$ cat config.mk
export PLATFORM = sky130hd
export DESIGN_NAME = spi_req_arbiter
export DESIGN_NICKNAME = d
export VERILOG_FILES = /design/src/rtl/spi_arb_pkg.sv /design/src/rtl/spi_tick_gen.sv /design/src/rtl/spi_req_arbiter.sv
export SDC_FILE = /design/constraint.sdc
export NUM_CORES = 1
export LEC_CHECK = 0
export ABC_CLOCK_PERIOD_IN_PS = 4110
export BUFFER_PORTS_ARGS = -buffer_cell sky130_fd_sc_hd__buf_2
export CAP_MARGIN = 30
export CORE_MARGIN = 8
export CORE_UTILIZATION = 25
export DETAILED_ROUTE_END_ITERATION = 8
export GPL_TIMING_DRIVEN = 1
export PLACE_DENSITY = 0.46
export SYNTH_ARGS = -nofsm -noshare
export SYNTH_HDL_FRONTEND = slang
export SYNTH_SLANG_ARGS = --single-unit
$ cat constraint.sdc
create_clock -name clk -period 4.11 [get_ports clk]
set_clock_uncertainty 0.2 [all_clocks]
set_input_delay 0.411 -clock clk [delete_from_list [all_inputs] [get_ports clk]]
set_output_delay 0.411 -clock clk [all_outputs]
set_load 0.05 [all_outputs]
$ cat src/rtl/spi_arb_pkg.sv
// -----------------------------------------------------------------------------
// spi_arb_pkg
// Shared types and helpers for the SPI request arbiter:
//   state_t  - arbiter/serialiser FSM states
//   idx_w    - index width helper (never less than 1 bit)
//   rr_pick  - round-robin search: first set request after ptr, wrapping at n
// No ports (package).
// -----------------------------------------------------------------------------
package spi_arb_pkg;

    localparam int MAX_REQ  = 8;
    localparam int MAX_ID_W = 3;

    typedef enum logic [2:0] {
        ST_IDLE  = 3'd0,
        ST_ARB   = 3'd1,
        ST_ACT   = 3'd2,
        ST_CLK0  = 3'd3,
        ST_CLK1  = 3'd4,
        ST_DEACT = 3'd5,
        ST_GAP   = 3'd6
    } state_t;

    // Width of an index into n items; a single item still needs one bit.
    function automatic int idx_w(input int n);
        return (n > 1) ? $clog2(n) : 1;
    endfunction

    // Searches ptr+1, ptr+2, ... (mod n) and returns the first set request.
    // Returns ptr when nothing is set; the caller qualifies with |req.
    function automatic logic [MAX_ID_W-1:0] rr_pick(
        input logic [MAX_REQ-1:0]  req,
        input logic [MAX_ID_W-1:0] ptr,
        input int                  n
    );
        logic [MAX_ID_W-1:0] pick;
        logic                found;
        logic [3:0]          j;
        pick  = ptr;
        found = 1'b0;
        for (int k = 1; k <= MAX_REQ; k++) begin
            j = {1'b0, ptr} + 4'(k);
            if (j >= 4'(n)) j = j - 4'(n);
            if (!found && (k <= n) && req[j[2:0]]) begin
                pick  = j[2:0];
                found = 1'b1;
            end
        end
        return pick;
    endfunction

endpackage

$ cat src/rtl/spi_tick_gen.sv
// -----------------------------------------------------------------------------
// spi_tick_gen
// Free-running divider producing the SPI half-bit tick: the counter runs
// 0..CLK_DIV/2-1 and o_tick is high while it sits at its terminal count.
// Ports:
//   i_clk      in  system clock
//   i_reset_n  in  synchronous reset, active low (counter -> 0)
//   o_tick     out one-clk strobe every CLK_DIV/2 clocks
// -----------------------------------------------------------------------------
module spi_tick_gen
    import spi_arb_pkg::*;
#(
    parameter int CLK_DIV = 4
) (
    input  logic i_clk,
    input  logic i_reset_n,
    output logic o_tick
);

    localparam int HALF = CLK_DIV / 2;
    localparam int CW   = idx_w(HALF);

    logic [CW-1:0] r_cnt;

    assign o_tick = (r_cnt == CW'(HALF - 1));

    always_ff @(posedge i_clk) begin
        if (!i_reset_n) begin
            r_cnt <= '0;
        end else if (o_tick) begin
            r_cnt <= '0;
        end else begin
            r_cnt <= r_cnt + CW'(1);
        end
    end

endmodule

$ cat src/rtl/spi_req_arbiter.sv
// -----------------------------------------------------------------------------
// spi_req_arbiter
// Shares one write-only SPI port among N_REQ requesters with round-robin
// grant. Each grant becomes one frame: ncs low, N_BITS bits MSB-first
// (mosi changes with the falling spi_clk, slave samples on the rise),
// ncs high, ack pulse, then GAP idle ticks before the next arbitration.
//
// Handshake: req[i] is a level; the requester holds it (and its req_data
// slice) until ack[i] pulses for one clk. req_data is captured at grant, so
// later changes never reach the frame in flight. A req dropped before the
// arbitration tick is simply not served.
//
// Ports:
//   clk, reset_n  system clock, synchronous active-low reset
//   req           level requests, one per requester
//   req_data      frame data, slice i = req_data[i*N_BITS +: N_BITS]
//   ack           one-clk completion pulse on the served index
//   busy          high from grant through the ack cycle
//   grant_id      index of the current / last granted requester
//   spi_clk       SPI clock, idles high
//   spi_ncs       chip select, active low
//   spi_mosi      serial data out, idles high
// Optional (macro SPI_REQ_ARBITER_READBACK_EN):
//   spi_miso      serial data in, sampled on each rising spi_clk
//   rd_data       captured word, updated at frame end
//   rd_valid      one-clk pulse coincident with ack
// -----------------------------------------------------------------------------
module spi_req_arbiter
    import spi_arb_pkg::*;
#(
    parameter int N_REQ   = 4,
    parameter int N_BITS  = 16,
    parameter int CLK_DIV = 4,
    parameter int GAP     = 2
) (
    input  logic                      clk,
    input  logic                      reset_n,
    input  logic [N_REQ-1:0]          req,
    input  logic [N_REQ*N_BITS-1:0]   req_data,
`ifdef SPI_REQ_ARBITER_READBACK_EN
    input  logic                      spi_miso,
    output logic [N_BITS-1:0]         rd_data,
    output logic                      rd_valid,
`endif
    output logic [N_REQ-1:0]          ack,
    output logic                      busy,
    output logic [$clog2(N_REQ)-1:0]  grant_id,
    output logic                      spi_clk,
    output logic                      spi_ncs,
    output logic                      spi_mosi
);

    localparam int ID_W  = $clog2(N_REQ);
    localparam int BIT_W = idx_w(N_BITS);

    logic              w_tick;
    state_t            r_state;
    state_t            w_state_nxt;
    logic [ID_W-1:0]   w_pick;
    logic [ID_W-1:0]   r_rr_ptr;
    logic [ID_W-1:0]   r_grant_id;
    logic [N_BITS-1:0] r_shift;
    logic [BIT_W-1:0]  r_bit_cnt;
    logic [3:0]        r_gap;
    logic [N_REQ-1:0]  r_ack;
    logic              r_busy;
    logic              r_spi_clk;
    logic              r_spi_ncs;
    logic              r_spi_mosi;

    spi_tick_gen #(
        .CLK_DIV (CLK_DIV)
    ) u_tick (
        .i_clk     (clk),
        .i_reset_n (reset_n),
        .o_tick    (w_tick)
    );

    assign w_pick = ID_W'(rr_pick(MAX_REQ'(req), MAX_ID_W'(r_rr_ptr), N_REQ));

    // State register: the FSM moves only on the divider tick.
    always_ff @(posedge clk) begin
        if (!reset_n) begin
            r_state <= ST_IDLE;
        end else if (w_tick) begin
            r_state <= w_state_nxt;
        end
    end

    always_comb begin
        w_state_nxt = r_state;
        case (r_state)
            ST_IDLE:  if (|req) w_state_nxt = ST_ARB;
            ST_ARB:   w_state_nxt = (|req) ? ST_ACT : ST_IDLE;
            ST_ACT:   w_state_nxt = ST_CLK0;
            ST_CLK0:  w_state_nxt = ST_CLK1;
            ST_CLK1:  w_state_nxt = (r_bit_cnt == '0) ? ST_DEACT : ST_CLK0;
            ST_DEACT: w_state_nxt = ST_GAP;
            ST_GAP:   if (r_gap == '0) w_state_nxt = ST_IDLE;
            default:  w_state_nxt = ST_IDLE;
        endcase
    end

    // Datapath and SPI line registers.
    always_ff @(posedge clk) begin
        if (!reset_n) begin
            r_rr_ptr   <= ID_W'(N_REQ - 1);
            r_grant_id <= '0;
            r_shift    <= '0;
            r_bit_cnt  <= '0;
            r_gap      <= '0;
            r_ack      <= '0;
            r_busy     <= 1'b0;
            r_spi_clk  <= 1'b1;
            r_spi_ncs  <= 1'b1;
            r_spi_mosi <= 1'b1;
        end else begin
            r_ack <= '0;
            // busy falls the clk after ack so it covers the ack cycle.
            if (r_ack != '0) r_busy <= 1'b0;
            if (w_tick) begin
                case (r_state)
                    ST_IDLE: ;
                    ST_ARB: begin
                        if (|req) begin
                            r_shift    <= req_data[w_pick*N_BITS +: N_BITS];
                            r_grant_id <= w_pick;
                            r_rr_ptr   <= w_pick;
                            r_busy     <= 1'b1;
                        end
                    end
                    ST_ACT: begin
                        r_spi_ncs <= 1'b0;
                        r_bit_cnt <= BIT_W'(N_BITS - 1);
                    end
                    ST_CLK0: begin
                        r_spi_clk  <= 1'b0;
                        r_spi_mosi <= r_shift[r_bit_cnt];
                    end
                    ST_CLK1: begin
                        r_spi_clk <= 1'b1;
                        if (r_bit_cnt != '0) r_bit_cnt <= r_bit_cnt - BIT_W'(1);
                    end
                    ST_DEACT: begin
                        r_spi_ncs  <= 1'b1;
                        r_spi_mosi <= 1'b1;
                        r_ack      <= N_REQ'(1) << r_grant_id;
                        r_gap      <= 4'(GAP - 1);
                    end
                    ST_GAP: begin
                        if (r_gap != '0) r_gap <= r_gap - 4'd1;
                    end
                    default: begin
                        // Unreachable encoding: release the bus while the
                        // state register returns to IDLE.
                        r_spi_ncs  <= 1'b1;
                        r_spi_clk  <= 1'b1;
                        r_spi_mosi <= 1'b1;
                    end
                endcase
            end
        end
    end

`ifdef SPI_REQ_ARBITER_READBACK_EN
    logic [N_BITS-1:0] r_rd_shift;
    logic [N_BITS-1:0] r_rd_data;
    logic              r_rd_valid;

    // miso is captured at the same tick that raises spi_clk, using the
    // bit counter so the first sampled bit lands in the MSB.
    always_ff @(posedge clk) begin
        if (!reset_n) begin
            r_rd_shift <= '0;
            r_rd_data  <= '0;
            r_rd_valid <= 1'b0;
        end else begin
            r_rd_valid <= 1'b0;
            if (w_tick && (r_state == ST_CLK1)) begin
                r_rd_shift[r_bit_cnt] <= spi_miso;
            end
            if (w_tick && (r_state == ST_DEACT)) begin
                r_rd_data  <= r_rd_shift;
                r_rd_valid <= 1'b1;
            end
        end
    end

    assign rd_data  = r_rd_data;
    assign rd_valid = r_rd_valid;
`endif

    assign ack      = r_ack;
    assign busy     = r_busy;
    assign grant_id = r_grant_id;
    assign spi_clk  = r_spi_clk;
    assign spi_ncs  = r_spi_ncs;
    assign spi_mosi = r_spi_mosi;

endmodule

==> impl_metrics.toml <==
[outcome]
status = "finished clean"

[global_route]
grt_overflow = 0
gr-usage-all-layers = 0.138
antenna_found_initial = 0
grt_pass1_vias = 4572
grt_pass1_wl_um = 24500
grt_max_degree = 68

[finish]
regArea_um2 = 801
layout.cells.non_filler = 849
nets = 701
final_util = 0.298
nFillCells = 1825
drive_gt1_frac = 0.238
syn2layout_area_growth_pct = 17.2
n_antenna_cell = 0
multi_input_area_um2 = 2990

[clock_tree]
htreeDepth = 2
hold_buffers = 0
path_clk_slew_ns = 0.07
cts_buffers = 5
clock_latency_ns = 0.29
cts_tree = "built"
cts_resized = 0
post-cts-setup-buffers = 0
clkSinkCount = 40
cts_buffer_depth = 2
cts-root-buf = "clkbuf_16"

[synth]
syn-num-nets = 661
netlist_instances = 588
synthAdderAreaFrac = 0.00893
synth_top_family_by_area = "compound AO/OA/AOI/OAI gates"
yosysSeqAreaShare = 0.190
synth-xor-area-share = 0.0104
synth-compound-area-share = 0.448
synth_area_um2 = 4210
yosys-top-cells-area = "dfxtp_1, a221oi_2, a21oi_1"
synth-edff-count = 0
synthDistinctLibCells = 47
yosysTopAreaCellShare = 0.190
yosysTopAreaCell = "dfxtp_1"
ys_seq_elements = 40
synth.avg_cell_area_um2 = 7.15
ys.flop_type = "dfxtp_1"
yosysWarnings = 0
synth_mux_area_frac = 0.0518
async_reset_ff_frac = 0
yosys.area_share.simple = 0.179

[worst_setup_path]
crit_type = "reg2reg"
startpoint_type = "register"
crit_fanout = 65
crit_slowest_cell = "dfxtp_1"
worstSetupEndpointType = "register"
required_ns = 4.08
slowest_delay_ns = 0.63
crit_chain = "inv_1, ha_1, mux2i_4, buf_4, o21ai_0, a31oi_1, a21oi_1, o21ai_1, nand3_1"
worstPathArrival_ns = 3.25

[power_and_ir_drop]
p_int_uw = 874
p_per_area_nw_per_um2 = 272
irDropWorstVdd_mv = 0.129
p_switching_uw = 467
p_clk_frac = 0.352
power_leakage_nw = 1.92
power_frac_comb = 0.336
switching_share = 0.348
power_frac_seq = 0.312

[floorplanning]
ios = 80
die_h_um = 146
die-area_um2 = 21200
rows = 47
start_util = 0.254
die_w_um = 146
coreArea_um2 = 16500

[drt]
via_count = 4727
routedWlPerCell_um = 17.8
viasPerCell = 5.57
routed_wl_um = 15100
drtIter0Drc = 372
dr.pass1.iters = 6
ant_nets = 0
drc = 0

[flow_run]
cap_viol_max_count = 0

[timing]
max_freq_mhz = 306
fin_crit_sh = 0.796
rsz0062_at_grt = "no"
final.setup.tns_ns = 0
setup_viol = 0
slew_headroom = 0.495
slew_violations = 0
final.min_clock_period_ns = 3.27
hold_violations = 0
tightest_slew_ns = 0.757

[min_path]
hold_class = "reg2reg"

[place]
dp_hpwl_um = 10200
dpl.cell_count = 841
port_buffers = 79
gp_congestion = 0.799
==> final timing paths <==
check	startpoint	to	slack, ns	depth (start not counted)
worst max-delay path	r_rr_ptr[0]	r_shift[2]	0.84	9
worst min-delay path	r_shift[5]	r_shift[5]	0.25	2
worst max register to register	r_rr_ptr[0]	r_shift[2]	0.84	9
worst min register to register	r_shift[5]	r_shift[5]	0.25	2
==> layer usage <==
metal,share of wire,global-route usage,vias up
li1,-,-,2311
met1,0.46,0.181,2236
met2,0.46,0.225,164
met3,0.067,0.0299,16
met4,0.012,0.0333,0
met5,0,0,-
==> power groups by stage <==
stage                     logic, mW  registers (mW)  clock network [mW]
after global routing          0.495           0.421               0.500
after CTS                     0.447           0.419               0.482
after global placement        0.437           0.427                   0
after detailed placement      0.446           0.427                   0
final                         0.451           0.419               0.472
after floorplan               0.298           0.426                   0
==> sequential cells by signal, indices dropped and copies added (netlist names) <==
name and cells:
r_shift 16, ack 4, r_bit_cnt 4, r_gap 4, r_state 3, grant_id 2, r_rr_ptr 2, busy 1
spi_clk 1, spi_mosi 1, spi_ncs 1, u_tick.o_tick 1
==> final cells by class <==
type,count,area share
well taps,220,0.0558
inverters,41,0.0312
clock inverters,2,0.00787
flip-flops and latches,40,0.162
clock buffers,6,0.0282
repair buffers,94,0.107
multi-input cells,446,0.607
==> through the flow <==
stage                     setup slack [ns]  power (mW)  cell area [µm²]  hold slack [ns]
after floorplan                       1.16       0.724             4210            0.217
after global placement               0.986       0.863             4740            0.226
after detailed placement             0.853       0.874             4750            0.236
after CTS                            0.849        1.35             4930            0.250
after global routing                 0.542        1.42             4930            0.289
final                                0.839        1.34             4930            0.248
==> cell usage after synthesis, types with 2 or more instances <==
| cell type | count |
|---|---|
| a21oi_1 | 75 |
| nand3_1 | 53 |
| o21ai_0 | 47 |
| nor2_1 | 43 |
| inv_1 | 41 |
| dfxtp_1 | 40 |
| a221oi_1 | 36 |
| a31oi_1 | 34 |
| nand2_1 | 32 |
| o21ai_1 | 31 |
| a221oi_2 | 30 |
| clkbuf_1 | 29 |
| buf_2 | 22 |
| buf_6 | 6 |
| mux2i_1 | 6 |
| nor2b_1 | 6 |
| buf_4 | 4 |
| nand2b_1 | 4 |
| and3_1 | 3 |
| ha_1 | 3 |
| mux4_1 | 3 |
| mux4_2 | 3 |
| nor3_1 | 3 |
| nor3b_1 | 3 |
| nor4_1 | 3 |
| xnor2_1 | 3 |
| a21boi_0 | 2 |
| o211a_1 | 2 |
| o21a_1 | 2 |
| xor2_1 | 2 |
==> worst max-delay path: cells and delay by family, from the launching register on <==
| family | cells | cell delay, ns |
|---|---|---|
| compound gates | 4 | 0.67 |
| fa+ha+maj | 1 | 0.57 |
| buf+inv | 2 | 0.66 |
| flops | 1 | 0.63 |
| mux | 1 | 0.29 |
| simple gates | 1 | 0.11 |
==> logic make-up after synthesis <==
| logic type | after synthesis |
|---|---|
| multiplexers | 13 |
| AND/OR/NAND/NOR | 159 |
| flip-flops | 40 |
| AO/OA/AOI/OAI | 266 |
| buffers and inverters | 102 |
| adder cells (fa/ha/maj) | 3 |
| XOR/XNOR | 5 |
==> cells in the final DEF (no fill, tap or decap), types with 3 or more instances in the layout <==
master / instances
mux4_2: 3
a221oi_2: 30
and3_1: 3
a221oi_1: 34
nor2_1: 42
a21oi_1: 75
mux2i_1: 4
mux4_1: 3
nand2b_1: 4
nand2_1: 32
nor3_1: 3
buf_4: 13
nor4_1: 3
o21ai_0: 47
o21ai_1: 31
nor3b_1: 3
buf_2: 79
inv_1: 41
clkbuf_16: 5
dfxtp_1: 40
nand3_1: 53
xnor2_1: 3
a31oi_1: 34
ha_1: 3
nor2b_1: 6
Note: power is estimated with default switching activity, not from simulation.
